**src/rtl/utopia_rx_phy_src.sv**
```systemverilog
// utopia_rx_phy_src: PHY-side source for one Utopia Level 1 Rx port.
// Whole ATM cells are buffered in NUM_CELLS slots. rx_clav is raised once a
// complete cell is waiting. Octets are driven one cycle after rx_en_n is
// sampled low.
// Optional build macro UTOPIA_HEC_GEN_EN: octet 4 (HEC) is regenerated as
// CRC-8 (x^8+x^2+x+1, init 0) over octets 0..3, XOR 0x55. The CRC is computed
// while the cell is written.
module utopia_rx_phy_src #(
    parameter int NUM_CELLS  = 4,
    parameter int CELL_BYTES = 53
) (
    input  logic        clk,
    input  logic        rst,
    input  logic [7:0]  wr_data,
    input  logic        wr_sop,
    input  logic        wr_valid,
    output logic        wr_ready,
    output logic        wr_err,
    output logic [7:0]  rx_data,
    output logic        rx_soc,
    output logic        rx_clav,
    input  logic        rx_en_n,
    output logic [15:0] cells_sent
);

    localparam int PW = (NUM_CELLS > 1) ? $clog2(NUM_CELLS) : 1;
    localparam int IW = $clog2(CELL_BYTES);
    localparam int AW = $clog2(NUM_CELLS * CELL_BYTES);
    localparam int CW = $clog2(NUM_CELLS + 1);
    localparam logic [IW-1:0] LAST_IDX = IW'(CELL_BYTES - 1);
    localparam logic [CW-1:0] FULL_CNT = CW'(NUM_CELLS);

    typedef enum logic {
        IDLE = 1'b0,
        XFER = 1'b1
    } state_t;

    // Flat octet store: slot s, octet i lives at s*CELL_BYTES + i.
    logic [7:0] mem [NUM_CELLS * CELL_BYTES];

    function automatic logic [AW-1:0] cell_addr(input logic [PW-1:0] slot,
                                                input logic [IW-1:0] idx);
        return AW'(slot) * AW'(CELL_BYTES) + AW'(idx);
    endfunction

    // Write side state
    logic [IW-1:0] wi_q, wi_d;
    logic [PW-1:0] wp_q, wp_d;
    logic          wr_err_q, wr_err_d;
    logic          commit;
    logic          mem_we;
    logic [AW-1:0] mem_waddr;
    logic [7:0]    mem_wdata;
    logic          accept;

    // Read side state
    state_t        state_q, state_d;
    logic [IW-1:0] ri_q, ri_d;
    logic [PW-1:0] rp_q, rp_d;
    logic [7:0]    rx_data_q, rx_data_d;
    logic          rx_soc_q, rx_soc_d;
    logic [15:0]   cells_sent_q, cells_sent_d;
    logic          start, free;
    logic [7:0]    rd_octet;

    // Occupancy: slots holding committed cells not yet freed; avail: committed
    // cells whose transfer has not started.
    logic [CW-1:0] occ_q, occ_d;
    logic [CW-1:0] avail_q, avail_d;
    logic          rx_clav_q, rx_clav_d;

    // A started cell already owns its slot, so only occupancy gates new writes.
    assign wr_ready   = ~rst & (occ_q < FULL_CNT);
    assign accept     = wr_valid & wr_ready;
    assign wr_err     = wr_err_q;
    assign rx_data    = rx_data_q;
    assign rx_soc     = rx_soc_q;
    assign rx_clav    = rx_clav_q;
    assign cells_sent = cells_sent_q;
    assign rd_octet   = mem[cell_addr(rp_q, ri_q)];

`ifdef UTOPIA_HEC_GEN_EN
    localparam logic [IW-1:0] HEC_IDX = IW'(4);
    logic [7:0] crc_q, crc_d;

    function automatic logic [7:0] crc8_step(input logic [7:0] crc, input logic [7:0] d);
        logic [7:0] c;
        c = crc ^ d;
        for (int b = 0; b < 8; b++) begin
            c = c[7] ? ({c[6:0], 1'b0} ^ 8'h07) : {c[6:0], 1'b0};
        end
        return c;
    endfunction

    // Running header CRC over octets 0..3 of the cell being written
    always_comb begin
        crc_d = crc_q;
        if (accept && wr_sop) begin
            crc_d = crc8_step(8'h00, wr_data);
        end else if (accept && wi_q != '0 && wi_q < HEC_IDX) begin
            crc_d = crc8_step(crc_q, wr_data);
        end
    end

    // Header CRC register
    always_ff @(posedge clk or posedge rst) begin
        if (rst) crc_q <= '0;
        else     crc_q <= crc_d;
    end
`endif

    // Write side: octet acceptance, sop framing errors and cell commit
    always_comb begin
        wi_d      = wi_q;
        wp_d      = wp_q;
        wr_err_d  = 1'b0;
        commit    = 1'b0;
        mem_we    = 1'b0;
        mem_waddr = cell_addr(wp_q, wi_q);
        mem_wdata = wr_data;
        if (accept) begin
            if (wr_sop) begin
                // A sop mid-cell discards the partial cell and restarts here.
                wr_err_d  = (wi_q != '0);
                mem_we    = 1'b1;
                mem_waddr = cell_addr(wp_q, '0);
                wi_d      = IW'(1);
            end else if (wi_q == '0) begin
                wr_err_d = 1'b1;
            end else begin
                mem_we = 1'b1;
`ifdef UTOPIA_HEC_GEN_EN
                if (wi_q == HEC_IDX) mem_wdata = crc_q ^ 8'h55;
`endif
                if (wi_q == LAST_IDX) begin
                    commit = 1'b1;
                    wi_d   = '0;
                    wp_d   = wp_q + 1'b1;
                end else begin
                    wi_d = wi_q + 1'b1;
                end
            end
        end
    end

    // Read FSM: start on enable with a cell available, stream, pause on rx_en_n
    always_comb begin
        state_d      = state_q;
        ri_d         = ri_q;
        rp_d         = rp_q;
        rx_data_d    = rx_data_q;
        rx_soc_d     = 1'b0;
        cells_sent_d = cells_sent_q;
        start        = 1'b0;
        free         = 1'b0;
        unique case (state_q)
            IDLE: begin
                if (!rx_en_n && rx_clav_q) begin
                    rx_data_d = rd_octet;
                    rx_soc_d  = 1'b1;
                    ri_d      = IW'(1);
                    start     = 1'b1;
                    state_d   = XFER;
                end
            end
            XFER: begin
                if (!rx_en_n) begin
                    rx_data_d = rd_octet;
                    if (ri_q == LAST_IDX) begin
                        ri_d         = '0;
                        rp_d         = rp_q + 1'b1;
                        cells_sent_d = cells_sent_q + 16'd1;
                        free         = 1'b1;
                        state_d      = IDLE;
                    end else begin
                        ri_d = ri_q + 1'b1;
                    end
                end
            end
            default: state_d = IDLE;
        endcase
    end

    // Slot bookkeeping; a commit and a free in the same cycle cancel out
    always_comb begin
        unique case ({commit, free})
            2'b10:   occ_d = occ_q + 1'b1;
            2'b01:   occ_d = occ_q - 1'b1;
            default: occ_d = occ_q;
        endcase
        unique case ({commit, start})
            2'b10:   avail_d = avail_q + 1'b1;
            2'b01:   avail_d = avail_q - 1'b1;
            default: avail_d = avail_q;
        endcase
        rx_clav_d = (avail_d != '0);
    end

    // Control and output registers
    always_ff @(posedge clk or posedge rst) begin
        if (rst) begin
            wi_q         <= '0;
            wp_q         <= '0;
            wr_err_q     <= 1'b0;
            state_q      <= IDLE;
            ri_q         <= '0;
            rp_q         <= '0;
            rx_data_q    <= '0;
            rx_soc_q     <= 1'b0;
            cells_sent_q <= '0;
            occ_q        <= '0;
            avail_q      <= '0;
            rx_clav_q    <= 1'b0;
        end else begin
            wi_q         <= wi_d;
            wp_q         <= wp_d;
            wr_err_q     <= wr_err_d;
            state_q      <= state_d;
            ri_q         <= ri_d;
            rp_q         <= rp_d;
            rx_data_q    <= rx_data_d;
            rx_soc_q     <= rx_soc_d;
            cells_sent_q <= cells_sent_d;
            occ_q        <= occ_d;
            avail_q      <= avail_d;
            rx_clav_q    <= rx_clav_d;
        end
    end

    // Cell octet storage (data only, no reset)
    always_ff @(posedge clk) begin
        if (mem_we) mem[mem_waddr] <= mem_wdata;
    end

endmodule
```
**config.mk**
```make
export PLATFORM = sky130hd
export DESIGN_NAME = utopia_rx_phy_src
export DESIGN_NICKNAME = d
export VERILOG_FILES = /design/src/rtl/utopia_rx_phy_src.sv
export SDC_FILE = /design/constraint.sdc
export NUM_CORES = 2
export LEC_CHECK = 0
export CAP_MARGIN = 20
export CORE_ASPECT_RATIO = 1.4
export CORE_UTILIZATION = 50
export DETAILED_ROUTE_END_ITERATION = 8
export GPL_ROUTABILITY_DRIVEN = 0
export HOLD_SLACK_MARGIN = 0.15
export PLACE_DENSITY = 0.78
export SLEW_MARGIN = 25
export SYNTH_ARGS = -nofsm -noshare
export SYNTH_HDL_FRONTEND = slang
export SYNTH_SLANG_ARGS = --single-unit
```
**constraint.sdc**
```tcl
create_clock -name clk -period 3.6 [get_ports clk]
set_input_delay 0.36 -clock clk [delete_from_list [all_inputs] [get_ports clk]]
set_output_delay 0.36 -clock clk [all_outputs]
set_load 0.01 [all_outputs]
```
After elaboration in Yosys (flattened, before gate mapping)
Memories as Yosys holds them, arrays and structs flattened.
Cells that the tools add are included.
Widths: inputs -> output; s select.
{"block": "word_totals", "ff_bits": 50, "mem_bits_rw": 1696, "in_bits": 13, "out_inout_bits": 28, "word_cells": 87, "n_memories": 1}
{"block": "op_classes", "addsub": 11, "mul": 2, "n_lt_le_gt_ge": 1, "n_eq_ne": 9, "muxes": 34, "n_bitwise": 7, "reduce_logical": 10}
{"name": "mem", "words": 212, "width": 8, "read_ports": 1, "rd_clocked_by_memory_dff": 0, "write_ports": 1, "line_no": "39", "source": "logic [7:0] mem [NUM_CELLS * CELL_BYTES];"}
{"cell": "$mux 6", "n": 6}
{"cell": "$mux 8", "n": 4}
{"cell": "$mux 1", "n": 19}
{"cell": "$add 16x1->16 const B", "n": 1}
{"cell": "$add 8x6->8", "n": 2}
{"cell": "$mul 2x6->8 const B", "n": 2}
{"cell": "$pmux 8 s2", "n": 1}
{"cell": "$add 6x1->6 const B", "n": 2}
{"cell": "$eq 6x6->1 const B", "n": 2}
{"cell": "$pmux 3 s2", "n": 2}
{"cell": "$pmux 6 s2", "n": 1}
{"cell": "$add 3x1->3 const B", "n": 2}
{"cell": "$logic_not 6->1", "n": 1}
{"cell": "$ne 2x2->1 const B", "n": 3}
{"cell": "$reduce_bool 6->1", "n": 1}
{"cell": "$sub 3x1->3 const B", "n": 2}
{"cell": "$not 1->1", "n": 5}
{"cell": "$add 2x1->2 const B", "n": 2}
{"cell": "$eq 2x1->1 const B", "n": 2}
{"cell": "$eq 2x2->1 const B", "n": 2}
{"cell": "$reduce_and 2->1", "n": 2}
{"cell": "$reduce_and 4->1", "n": 1}
{"cell": "$lt 3x3->1 const B", "n": 1}
{"cell": "$reduce_and 3->1", "n": 1}
{"cell": "other kinds (6)", "n": 7}

Logic depth before layout (Yosys ltp)
{"block": "logic_depth", "word_depth": 8, "depth_mapped": 14}

Least setup slack after synthesis
Ideal clock, no wire load.
{"block": "synth_timing", "kind": "reg-to-reg", "startpoint": "register rp_q[1]", "endpoint": "register rx_data_q[0], in the netlist rx_data[0]", "arrival_time_ns": 3.579, "required_time_ns": 3.474, "slack_ns": -0.105, "stages_incl_launch_ff": 13, "n_path_buf": 2, "synth_period_minus_slack_ns": 3.705, "path_cell_list": "dfrtp_1 ha_1 ha_1 inv_1 fa_1 buf_2 clkbuf_1 mux4_2 mux4_2 and2_1 a211oi_1 a211oi_1 o32a_1"}
{"block": "synth_via", "elab_chain_len": 5, "word_cells_on_any_way": 6}
{"element": "start, declared", "line_no": "59", "source": "logic [PW-1:0] rp_q, rp_d;"}
{"element": "start signal, assigned", "line_no": "220", "source": "rp_q <= rp_d;"}
{"element": "$mul 2x6->8 *", "line_no": "43", "source": "return AW'(slot) * AW'(CELL_BYTES) + AW'(idx);"}
{"element": "$add 8x6->8 *", "line_no": "43"}
{"element": "$mem_v2 212x8 *"}
{"element": "$mux 8, on equally long branches", "line_no": "167, 158"}
{"element": "$pmux 8 s2 *", "line_no": "156", "source": "unique case (state_q)"}
{"element": "end signal, assigned", "line_no": "221", "source": "rx_data_q <= rx_data_d;"}
{"element": "end, declared", "line_no": "60", "source": "logic [7:0] rx_data_q, rx_data_d;"}
Mark *: on every way between the ends. The rest lies on a longest branch, timed or not. The select of a mux whose other input is x is not followed.
A chain may end at the register's enable or synchronous reset.

Worst setup path in the final report
{"block": "layout_timing", "startpoint": "register ri_q[1]", "endpoint": "register rx_data_q[6], in the netlist rx_data[6]"}
{"block": "layout_via", "elab_chain_len": 4, "word_cells_on_any_way": 5}
{"element": "start, declared", "line_no": "58", "source": "logic [IW-1:0] ri_q, ri_d;"}
{"element": "start signal, assigned", "line_no": "219", "source": "ri_q <= ri_d;"}
{"element": "$add 8x6->8 *", "line_no": "43"}
{"element": "$mem_v2 212x8 *"}
{"element": "$mux 8, on equally long branches", "line_no": "167, 158"}
{"element": "$pmux 8 s2 *", "line_no": "156"}
Marked as above.

==> metrics.md <==
| Metric | Value |
|---|---|
| Worst-path clk slew | `70 ps` |
| Num CTS Buffers | `145` |
| Clk buf depth | `3` |
| First DRT Iteration DRCs | `5040` |
| DP HPWL | `107 mm` |
| Hold Crit Endpoint | `mem[195][0]$_DFFE_PP_` |
| Layout Area Growth over Synthesis | `16.4%` |
| Clock Latency Late Sink | `790 ps` |
| Initial antenna violation count | `4` |
| CP endpoint kind | `flip-flop` |
| Crit start category | `flip-flop` |
| Routed len/inst | `31.3 um` |
| Nets | `3821` |
| Failing checks | `setup timing` |
| Antenna-violating nets left | `0` |
| Worst Setup Path Type | `flip-flop to flip-flop` |
| Asr flop ratio synth | `0.0286` |
| Initial Util | `0.503` |
| Min cycle time layout | `3850 ps` |
| CP max FO | `7` |
| Die ar. | `140000 um2` |
| Vias/cell | `6.39` |
| CTS tree | `yes` |
| Worst rel slew slack | `0.239` |
| Yosys reg bits | `1746` |
| RR Endpoint | `rx_data[6]$_DFFE_PP0P_` |
| Smallest hold slack | `123 ps` |
| Mapped Cells | `3300` |
| Final Max Tran Viols | `0` |
| Die Wd | `316 um` |
| Slew @ Worst Pin | `1140 ps` |
| Final Power | `49.6 mW` |
| Num rows | `161` |
| Post-Route WL | `178 mm` |
| Hold crit path type | `input pin to flip-flop` |
| DRT Pass-1 Iters | `6` |
| Worst VDD drop | `0.000450 V` |
| Commonest non-fill, non-tap cell in the layout | `edfxtp_1` |
| FF-to-FF Start | `ri_q[1]$_DFFE_PP0P_` |
| R2R Setup Slk | `-250 ps` |
| Outcome | `finished with violations` |
| Cell variety after synth | `55` |
| HP Start | `wr_data[0]` |
| Layout Skew | `21.5 ps` |
| Setup-failing EPs final | `8` |
| Utilization after layout | `0.586` |
| Layout cell share with drive strength beyond 1 | `0.322` |
| WHS Path Cells | `1` |
| Post-synthesis sequential area ratio | `0.756` |
| Syn Std Cell Area | `69000 um2` |
| Top_reg_cell synth | `edfxtp_1` |
| EDFF count, synth | `1696` |
| Worst endpoint required time | `4260 ps` |
| RSZ-0062 raised after global routing | `true` |
| Synth Net Count | `3347` |
| Final WS setup | `-253 ps` |
| GRT Total Usage | `0.255` |
| CTS sink count | `1746` |
| Most frequent cells in the layout | `edfxtp_1, mux4_2, buf_4` |
| First-pass GRT wire length | `254 mm` |
| Num ports | `41` |
| Max Clk Rate | `260 MHz` |
| Grt total ovfl | `0` |
| Fin crit share | `1.07` |
| Final Hold Viols | `0` |
| Filler cells | `9099` |
| Synth Area per Inst | `20.9 um2` |
| Critical path arrival | `4510 ps` |
| Core area | `137000 um2` |
| Via count | `36.3k` |
| Lkg Pwr | `26.2 nW` |
| Setup_tns | `-1490 ps` |
| PortBufs | `40` |
| Depth of the CTS H-tree | `4` |
| R2R depth | `12` |
| Die Height | `442 um` |
| Vias in the first global route | `37.2k` |
| Pwr dens | `616 nW/um2` |
| Yosys Warn Count | `0` |
| Root buf cell | `clkbuf_16` |
| # Max-Cap Violations | `0` |
| Pin count of the biggest net entering global routing | `141` |
| DRC Markers | `0` |
-- critical path, stage by stage, from the launching register on --
cell	delay, ps
dfrtp_1	410
ha_4	290
ha_4	130
inv_2	30
fa_4	810
buf_12	180
buf_12	150
mux4_2	340
mux4_2	540
and2_4	190
a211oi_4	200
a211oi_4	100
o32a_1	330
-- state kept, by name, indices dropped and copies added (netlist names), 2 cells and up --
register,count
rx_data,8
wi_q,6
avail_q,3
rp_q,2
mem,1696
wp_q,2
cells_sent,16
occ_q,3
ri_q,6
-- through the flow --
step / std cells / setup slack, ps / instance area (um2)
finish: 5686 / -253 / 80400
detailed placement: 5385 / -358 / 74900
CTS: 5675 / -138 / 80100
global route: 5685 / -278 / 80400
floorplan: 3300 / 20.1 / 69100
global placement: 5384 / -314 / 74800
-- cells in the mapped netlist (29+ instances only) --
library cell     n  area (um2)
mux2i_1         30         300
clkbuf_1       107         402
nand3_1         66         330
mux4_2         483       10900
a21oi_1         33         165
nand2_1        186         698
dfrtp_1         50        1250
buf_2           41         205
ha_1            29         363
nor2_1          92         345
edfxtp_1      1696       50900
nor3_1         170         851
o21ai_0         32         160
-- routing by layer --
metal  GRT usage  wire length (um)  vias to the layer above
li1            -                 -                    14600
met1       0.297             57300                    18700
met2       0.439             92600                     2453
met3      0.0446             15900                      527
met4       0.151             12100                        2
met5           0                14                        -
-- cell families (layout without fill, tap and decap cells) --
logic type / count (synthesis) / count (layout) / share of synthesized area
adders and majority gates: 34 / 34 / 0.00670
xor gates and xnor gates: 35 / 35 / 0.00455
other: 0 / 2 / 0
and+or+nand+nor: 583 / 583 / 0.0387
buffers and inverters: 219 / 809 / 0.0156
DFF: 1746 / 1746 / 0.756
AOI/OAI and AO/OA: 165 / 166 / 0.0160
muxes: 518 / 518 / 0.163
-- cell type report --
class | count | area (um2) | area share
multi-input cells | 1336 | 16200 | 0.202
diodes | 2 | 5.00 | 0.0000622
inverters | 24 | 93.8 | 0.00117
flip-flops and latches | 1746 | 52200 | 0.649
well taps | 1793 | 2240 | 0.0279
clock inverters | 80 | 828 | 0.0103
clock buffers | 184 | 3850 | 0.0479
repair buffers | 521 | 4970 | 0.0618
-- what timing repair did --
action                                 in CTS  in global routing
setup endpoints to repair                  33                510
resized for setup                          46                 37
hold buffers                                6                  0
buffers inserted                           15                 11
pin swaps                                  29                 22
endpoints found under the hold margin     309                  0
cloned                                      5                  3
-- power breakdown --
| part | internal (mW) | switching [mW] |
|---|---|---|
| Clock | 8.64 | 7.16 |
| Combinational | 5.06 | 6.15 |
| Sequential | 22.4 | 0.157 |
| Total | 36.1 | 13.5 |
-- worst max-delay path by stage --
stage                              from                      to  cells after the start
floorplan           rp_q[1]$_DFFE_PP0P_  rx_data[0]$_DFFE_PP0P_                     11
global placement    ri_q[1]$_DFFE_PP0P_  rx_data[3]$_DFFE_PP0P_                     11
detailed placement  ri_q[1]$_DFFE_PP0P_  rx_data[3]$_DFFE_PP0P_                     11
CTS                 ri_q[1]$_DFFE_PP0P_  rx_data[7]$_DFFE_PP0P_                     14
global route        ri_q[1]$_DFFE_PP0P_  rx_data[6]$_DFFE_PP0P_                     12
finish              ri_q[1]$_DFFE_PP0P_  rx_data[6]$_DFFE_PP0P_                     12
Power figures use the tool's default switching activity.
